--- src/rtl/uart_arb_pkg.sv ---
// Shared types and helpers for the UART TX arbiter and its round-robin picker.
package uart_arb_pkg;

  typedef enum logic {ARB_IDLE, ARB_LOCKED} arb_state_t;

  localparam int CNT_W       = 8;
  localparam int DEF_NUM_REQ = 4;

  // Round-robin successor with explicit wrap so non-power-of-2 counts work.
  function automatic int next_ptr(input int ptr, input int n);
    return (ptr + 1 >= n) ? 0 : ptr + 1;
  endfunction

endpackage

--- src/rtl/uart_rr_pick.sv ---
// Combinational round-robin picker: first set request at or after i_ptr, wrapping.
module uart_rr_pick
  import uart_arb_pkg::*;
#(
  parameter int N     = DEF_NUM_REQ,
  parameter int PTR_W = $clog2(N)
) (
  input  logic [N-1:0]     i_req,
  input  logic [PTR_W-1:0] i_ptr,
  output logic [N-1:0]     o_pick,
  output logic [PTR_W-1:0] o_idx
);

  int               w_sum;
  logic [PTR_W-1:0] w_j;
  logic             w_found;

  always_comb begin
    o_pick  = '0;
    o_idx   = '0;
    w_found = 1'b0;
    w_sum   = 0;
    w_j     = '0;
    for (int k = 0; k < N; k++) begin
      w_sum = int'(i_ptr) + k;
      if (w_sum >= N) w_sum = w_sum - N;
      w_j = PTR_W'(w_sum);
      if (!w_found && i_req[w_j]) begin
        w_found     = 1'b1;
        o_pick[w_j] = 1'b1;
        o_idx       = w_j;
      end
    end
  end

endmodule

--- src/rtl/uart_tx_arbiter.sv ---
// Round-robin, packet-locked arbiter sharing the uart_fifo transmit port.
// Define UART_ARB_PRIO_EN to give requester 0 strict priority when idle.
module uart_tx_arbiter
  import uart_arb_pkg::*;
#(
  parameter int NUM_REQ       = DEF_NUM_REQ,
  parameter int MAX_BURST     = 16,
  parameter int STALL_TIMEOUT = 255
) (
  input  logic                 CLK,
  input  logic                 RESET,
  input  logic [NUM_REQ-1:0]   req_valid,
  input  logic [8*NUM_REQ-1:0] req_data,
  input  logic [NUM_REQ-1:0]   req_last,
  output logic [NUM_REQ-1:0]   req_ready,
  output logic [NUM_REQ-1:0]   grant,
  output logic [7:0]           tx_byte,
  output logic                 transmit,
  input  logic                 tx_fifo_full,
  output logic                 burst_drop
);

  localparam int PTR_W = $clog2(NUM_REQ);
  localparam logic [CNT_W-1:0] BURST_LAST = CNT_W'(MAX_BURST - 1);
  localparam logic [CNT_W-1:0] STALL_LAST = CNT_W'(STALL_TIMEOUT - 1);

  arb_state_t         r_state, w_state_nxt;
  logic [PTR_W-1:0]   r_owner, w_owner_nxt;
  logic [PTR_W-1:0]   r_ptr, w_ptr_nxt;
  logic [CNT_W-1:0]   r_burst, w_burst_nxt;
  logic [CNT_W-1:0]   r_stall, w_stall_nxt;
  logic [NUM_REQ-1:0] r_grant, w_grant_nxt;
  logic [7:0]         r_tx_byte, w_tx_byte_nxt;
  logic               r_transmit, w_transmit_nxt;
  logic               r_drop, w_drop_nxt;

  logic [NUM_REQ-1:0] w_pick, w_win_onehot;
  logic [PTR_W-1:0]   w_pick_idx, w_win_idx, w_ptr_inc, w_ptr_after;
  logic               w_owner_valid, w_owner_last, w_accept;
  logic [7:0]         w_owner_data;

  uart_rr_pick #(.N(NUM_REQ), .PTR_W(PTR_W)) u_pick (
    .i_req  (req_valid),
    .i_ptr  (r_ptr),
    .o_pick (w_pick),
    .o_idx  (w_pick_idx)
  );

  assign w_ptr_inc = PTR_W'(next_ptr(int'(r_owner), NUM_REQ));

`ifdef UART_ARB_PRIO_EN
  assign w_win_onehot = req_valid[0] ? NUM_REQ'(1) : w_pick;
  assign w_win_idx    = req_valid[0] ? '0 : w_pick_idx;
  assign w_ptr_after  = (r_owner == '0) ? r_ptr : w_ptr_inc;
`else
  assign w_win_onehot = w_pick;
  assign w_win_idx    = w_pick_idx;
  assign w_ptr_after  = w_ptr_inc;
`endif

  always_comb begin
    w_owner_valid = 1'b0;
    w_owner_last  = 1'b0;
    w_owner_data  = 8'h00;
    for (int i = 0; i < NUM_REQ; i++) begin
      if (PTR_W'(i) == r_owner) begin
        w_owner_valid = req_valid[i];
        w_owner_last  = req_last[i];
        w_owner_data  = req_data[i*8 +: 8];
      end
    end
  end

  // Holding off after each strobe absorbs the one-cycle lag of tx_fifo_full.
  assign w_accept  = (r_state == ARB_LOCKED) && w_owner_valid && !tx_fifo_full && !r_transmit;
  assign req_ready = w_accept ? r_grant : '0;

  always_comb begin
    w_state_nxt    = r_state;
    w_owner_nxt    = r_owner;
    w_ptr_nxt      = r_ptr;
    w_burst_nxt    = r_burst;
    w_stall_nxt    = r_stall;
    w_grant_nxt    = r_grant;
    w_tx_byte_nxt  = 8'h00;
    w_transmit_nxt = 1'b0;
    w_drop_nxt     = 1'b0;
    case (r_state)
      ARB_IDLE: begin
        if (|req_valid) begin
          w_state_nxt = ARB_LOCKED;
          w_owner_nxt = w_win_idx;
          w_grant_nxt = w_win_onehot;
          w_burst_nxt = '0;
          w_stall_nxt = '0;
        end
      end
      ARB_LOCKED: begin
        if (w_accept) begin
          w_transmit_nxt = 1'b1;
          w_tx_byte_nxt  = w_owner_data;
        end
        if (w_accept && w_owner_last) begin
          w_state_nxt = ARB_IDLE;
          w_grant_nxt = '0;
          w_ptr_nxt   = w_ptr_after;
        end else if ((w_accept && r_burst == BURST_LAST) ||
                     (!w_owner_valid && r_stall == STALL_LAST)) begin
          w_state_nxt = ARB_IDLE;
          w_grant_nxt = '0;
          w_ptr_nxt   = w_ptr_after;
          w_drop_nxt  = 1'b1;
        end else if (w_accept) begin
          w_burst_nxt = r_burst + CNT_W'(1);
          w_stall_nxt = '0;
        end else if (!w_owner_valid) begin
          w_stall_nxt = r_stall + CNT_W'(1);
        end
      end
      default: w_state_nxt = ARB_IDLE;
    endcase
  end

  always_ff @(posedge CLK) begin
    if (RESET) begin
      r_state    <= ARB_IDLE;
      r_owner    <= '0;
      r_ptr      <= '0;
      r_burst    <= '0;
      r_stall    <= '0;
      r_grant    <= '0;
      r_tx_byte  <= 8'h00;
      r_transmit <= 1'b0;
      r_drop     <= 1'b0;
    end else begin
      r_state    <= w_state_nxt;
      r_owner    <= w_owner_nxt;
      r_ptr      <= w_ptr_nxt;
      r_burst    <= w_burst_nxt;
      r_stall    <= w_stall_nxt;
      r_grant    <= w_grant_nxt;
      r_tx_byte  <= w_tx_byte_nxt;
      r_transmit <= w_transmit_nxt;
      r_drop     <= w_drop_nxt;
    end
  end

  assign grant      = r_grant;
  assign tx_byte    = r_tx_byte;
  assign transmit   = r_transmit;
  assign burst_drop = r_drop;

endmodule

--- config.mk ---
export PLATFORM = sky130hd
export DESIGN_NAME = uart_tx_arbiter
export DESIGN_NICKNAME = d
export VERILOG_FILES = /design/src/rtl/uart_arb_pkg.sv /design/src/rtl/uart_rr_pick.sv /design/src/rtl/uart_tx_arbiter.sv
export SDC_FILE = /design/constraint.sdc
export NUM_CORES = 1
export LEC_CHECK = 0
export CAP_MARGIN = 20
export CORE_ASPECT_RATIO = 0.5
export CORE_MARGIN = 1
export CORE_UTILIZATION = 30
export CTS_CLUSTER_DIAMETER = 50
export DETAILED_ROUTE_END_ITERATION = 6
export SKIP_CTS_REPAIR_TIMING = 1
export SLEW_MARGIN = 0
export SYNTH_ARGS = -nofsm -noshare
export SYNTH_HDL_FRONTEND = slang
export SYNTH_SLANG_ARGS = --single-unit
--- constraint.sdc ---
create_clock -name CLK -period 3.3 [get_ports CLK]
set_input_delay 0.33 -clock CLK [delete_from_list [all_inputs] [get_ports CLK]]
set_output_delay 0.33 -clock CLK [all_outputs]
set_load 0.02 [all_outputs]
==> impl_metrics.yaml <==
synth:
  syn_area_um2: 2500
  synth_mux_area_share_pct: 4.805
  synth_top_cell_area_share_pct: 28.03
  yosysTopAreaCell: "dfxtp_1"
  ys.warnings.count: 0
  async_flop_share_pct: 0
  synth_cells: 302
  synth-xor-area-share_pct: 0
  ys_ff_latch: 35
  ys_seq_area_share_pct: 28.03
  synth_compound_area_share_pct: 24.22
  synth_top_family_by_area: "simple AND/OR/NAND/NOR gates"
  synthFlopType: "dfxtp_1"
  synth_fa_ha_area_share_pct: 6.507
  synth_fp_nets: 358
  synth_area_per_cell_um2: 8.278
  synthTopCellsByArea: "dfxtp_1, ha_1, nand2_1"
  synthDistinctLibCells: 64
  synthSimpleGateAreaFrac_pct: 30.23
  synth_edf_count: 0
finish:
  layout-drive-gt1-share_pct: 9.804
  final_area_um2: 3337
  layout_commonest_cell: "clkdlybuf4s50_1"
  final_cell_mix: "clkdlybuf4s50_1, dfxtp_1, nand2_1"
  syn_to_final_growth_pct: 33.48
  nets: 413
  antenna_cells: 0
detailed_routing:
  dr.first_iter.drc_count: 85
  drc: 0
  dr_total_vias: 2433
  routedWlPerCell_um: 13.90
  ant_nets: 0
  totalWireLength_mm: 6.520
  first_pass_iters: 4
  vias_per_cell: 5.188
clocking:
  htreeDepth: 2
  cts-root-buf: "clkbuf_16"
  worstSkewPairLatency_ps: 280
  tritoncts: "yes"
  clk_pin_slew_ps: 60
  cts_buffer_depth: 2
  cts_sinks: 35
  cts_buffers: 5
timing:
  clock.fmax_mhz: 337.9
  holdWs_ps: 488.9
  finalClockSkew_ps: 8.133
  max_slew.worst_pin.slew_ps: 596.0
  min_period_over_period_pct: 89.69
  finalSetupViolCount: 0
  final_hold_viol_count: 0
  period_needed_ps: 2960
  rsz0062_at_grt: "no"
  slew_headroom_pct: 60.03
  setup_tns_ps: 0
  final_max_slew_viol_count: 0
  setup_ws_ps: 340.1
flow_run:
  cap_viol_max_count: 0
grt:
  grt_util_met1_pct: 20.28
  gr-usage-met2_pct: 27.71
  antenna_found_initial: 0
  grt_overflow: 0
  busiest_layer: "met2"
  grt_pass1_vias: 2319
  grt_max_degree: 21
  track_usage_pct: 16.28
  use_met3_pct: 3.775
  grt_pass1_wl_mm: 10.96
worst_setup_path:
  cp_num_buf_inv: 2
  r2r_slack_ps: 640
  r2r_cells: 6
  critPathCaptureType: "output pin"
  cpMaxStageDelayCell: "clkdlybuf4s50_1"
  cp.required_ps: 2970
  worst-setup-path-type: "reg2out"
  cp-start-kind: "register"
  r2r-end: "r_owner[1]$_SDFFE_PP0P_"
  cp_cell_sequence: "inv_1, ha_2, a211oi_1, a211oi_4, and3_1, clkdlybuf4s50_1"
  cp.arrival_ps: 2630
  r2r_start: "r_ptr[0]$_SDFFE_PP0P_"
  crit_family: "buffers and inverters"
  path_max_fanout: 19
  cpPeakStageDelay_ps: 600
placement:
  dpl_cell_area_um2: 3172
  dp_hpwl_mm: 5.010
  dpl_worst_slack_ps: 426.7
  gp_congestion: 0.8253
  port_buffers: 60
power:
  p_per_area_nw_per_um2: 394.3
  p_leak_nw: 1.139
  ir_drop_mv: 0.2439
worst_hold_path:
  hold_depth: 1
  hp-start: "grant[0]$_SDFFE_PP0P_"
  hp-class: "reg2reg"
  worstHoldEndpoint: "grant[0]$_SDFFE_PP0P_"
die:
  coreArea_um2: 8029
  die_y_um: 66.55
  initial_core_util_pct: 31.14
  dieArea_um2: 8724
  fp-row-count: 23
  io_pins: 61
  fp.dieW_um: 131.1
status:
  outcome: "completed"
==> metrics by stage <==
| step | util, % | power, mW | cells |
|---|---|---|---|
| after floorplan | - | 0.6762 | 302 |
| after global placement | 39.50 | 0.7821 | 462 |
| after detailed placement | 39.50 | 0.7901 | 462 |
| after CTS | 41.53 | 1.323 | 469 |
| after global routing | 41.56 | 1.377 | 469 |
| final | 41.56 | 1.316 | 469 |
==> sequential cells by signal, summed over array words and instances, names as in the netlist <==
register / count
r_stall: 8
r_ptr: 2
transmit: 1
r_burst: 8
tx_byte: 8
burst_drop: 1
grant: 4
r_state: 1
r_owner: 2
==> final cells by class <==
class                   count  area [µm²]
fillers                   775        4692
multi-input cells         236        1647
flip-flops and latches     35       700.7
repair buffers             64       630.6
well taps                 112       140.1
clock buffers               5       125.1
inverters                  15       56.30
clock inverters             2       37.54
==> routing by layer <==
metal  routed length, µm  part of all wire (%)
met2                3069                    47
met1                3070                    47
met4                 116                   1.8
met3                 263                   4.0
met5                   0                     0
==> synthesized netlist by cell type (2+ instances only) <==
cell and number:
and2_1 9, nor3b_1 2, nor2b_1 6, nor3_2 2, buf_2 4, a211oi_1 3, or4_1 5, or3_1 5
buf_6 4, or2_2 3, a31oi_1 5, ha_1 13, a21oi_1 21, mux2i_1 3, mux2_2 3, a22oi_1 3
o2bb2ai_1 4, nor3_1 7, or4b_1 2, o21ai_1 7, a221oi_1 6, nand4_1 3, nand2_1 33, mux4_2 2
nor4_1 3, o211ai_1 2, nand3b_1 7, inv_1 14, nor2_1 12, nand3_1 8, o311ai_1 3, o21ai_0 14
nand2b_1 9, clkbuf_1 6, and3_1 6, dfxtp_1 35
==> cell families (layout without fill, tap and decap cells) <==
family          Yosys count  count (layout)
simple gates            130             130
compound gates           84              84
flops                    35              35
buf+inv                  31              86
fa+ha+maj                13              13
mux                       9               9
==> how the worst max path moves through the flow <==
stage | start | endpoint | slack (ps) | cells past startpoint
2_1_floorplan | r_ptr[0]$_SDFFE_PP0P_ | r_owner[1]$_SDFFE_PP0P_ | 1180 | 8
3_3_place_gp | r_owner[1]$_SDFFE_PP0P_ | req_ready[1] | 540 | 6
3_5_place_dp | r_owner[1]$_SDFFE_PP0P_ | req_ready[0] | 430 | 6
4_1_cts | r_owner[1]$_SDFFE_PP0P_ | req_ready[0] | 100 | 6
5_1_grt | r_owner[1]$_SDFFE_PP0P_ | req_ready[0] | 160 | 6
6_report | r_owner[1]$_SDFFE_PP0P_ | req_ready[0] | 340 | 6
==> power by group <==
| group | leakage [nW] | total (mW) | switching, mW | internal (mW) |
|---|---|---|---|---|
| clock | 0.0759 | 0.533 | 0.182 | 0.352 |
| sequential | 0.283 | 0.452 | 0.0164 | 0.436 |
| combinational | 0.780 | 0.330 | 0.177 | 0.153 |
| total | 1.14 | 1.32 | 0.375 | 0.941 |
No activity file was read; power rests on OpenSTA's default activity.
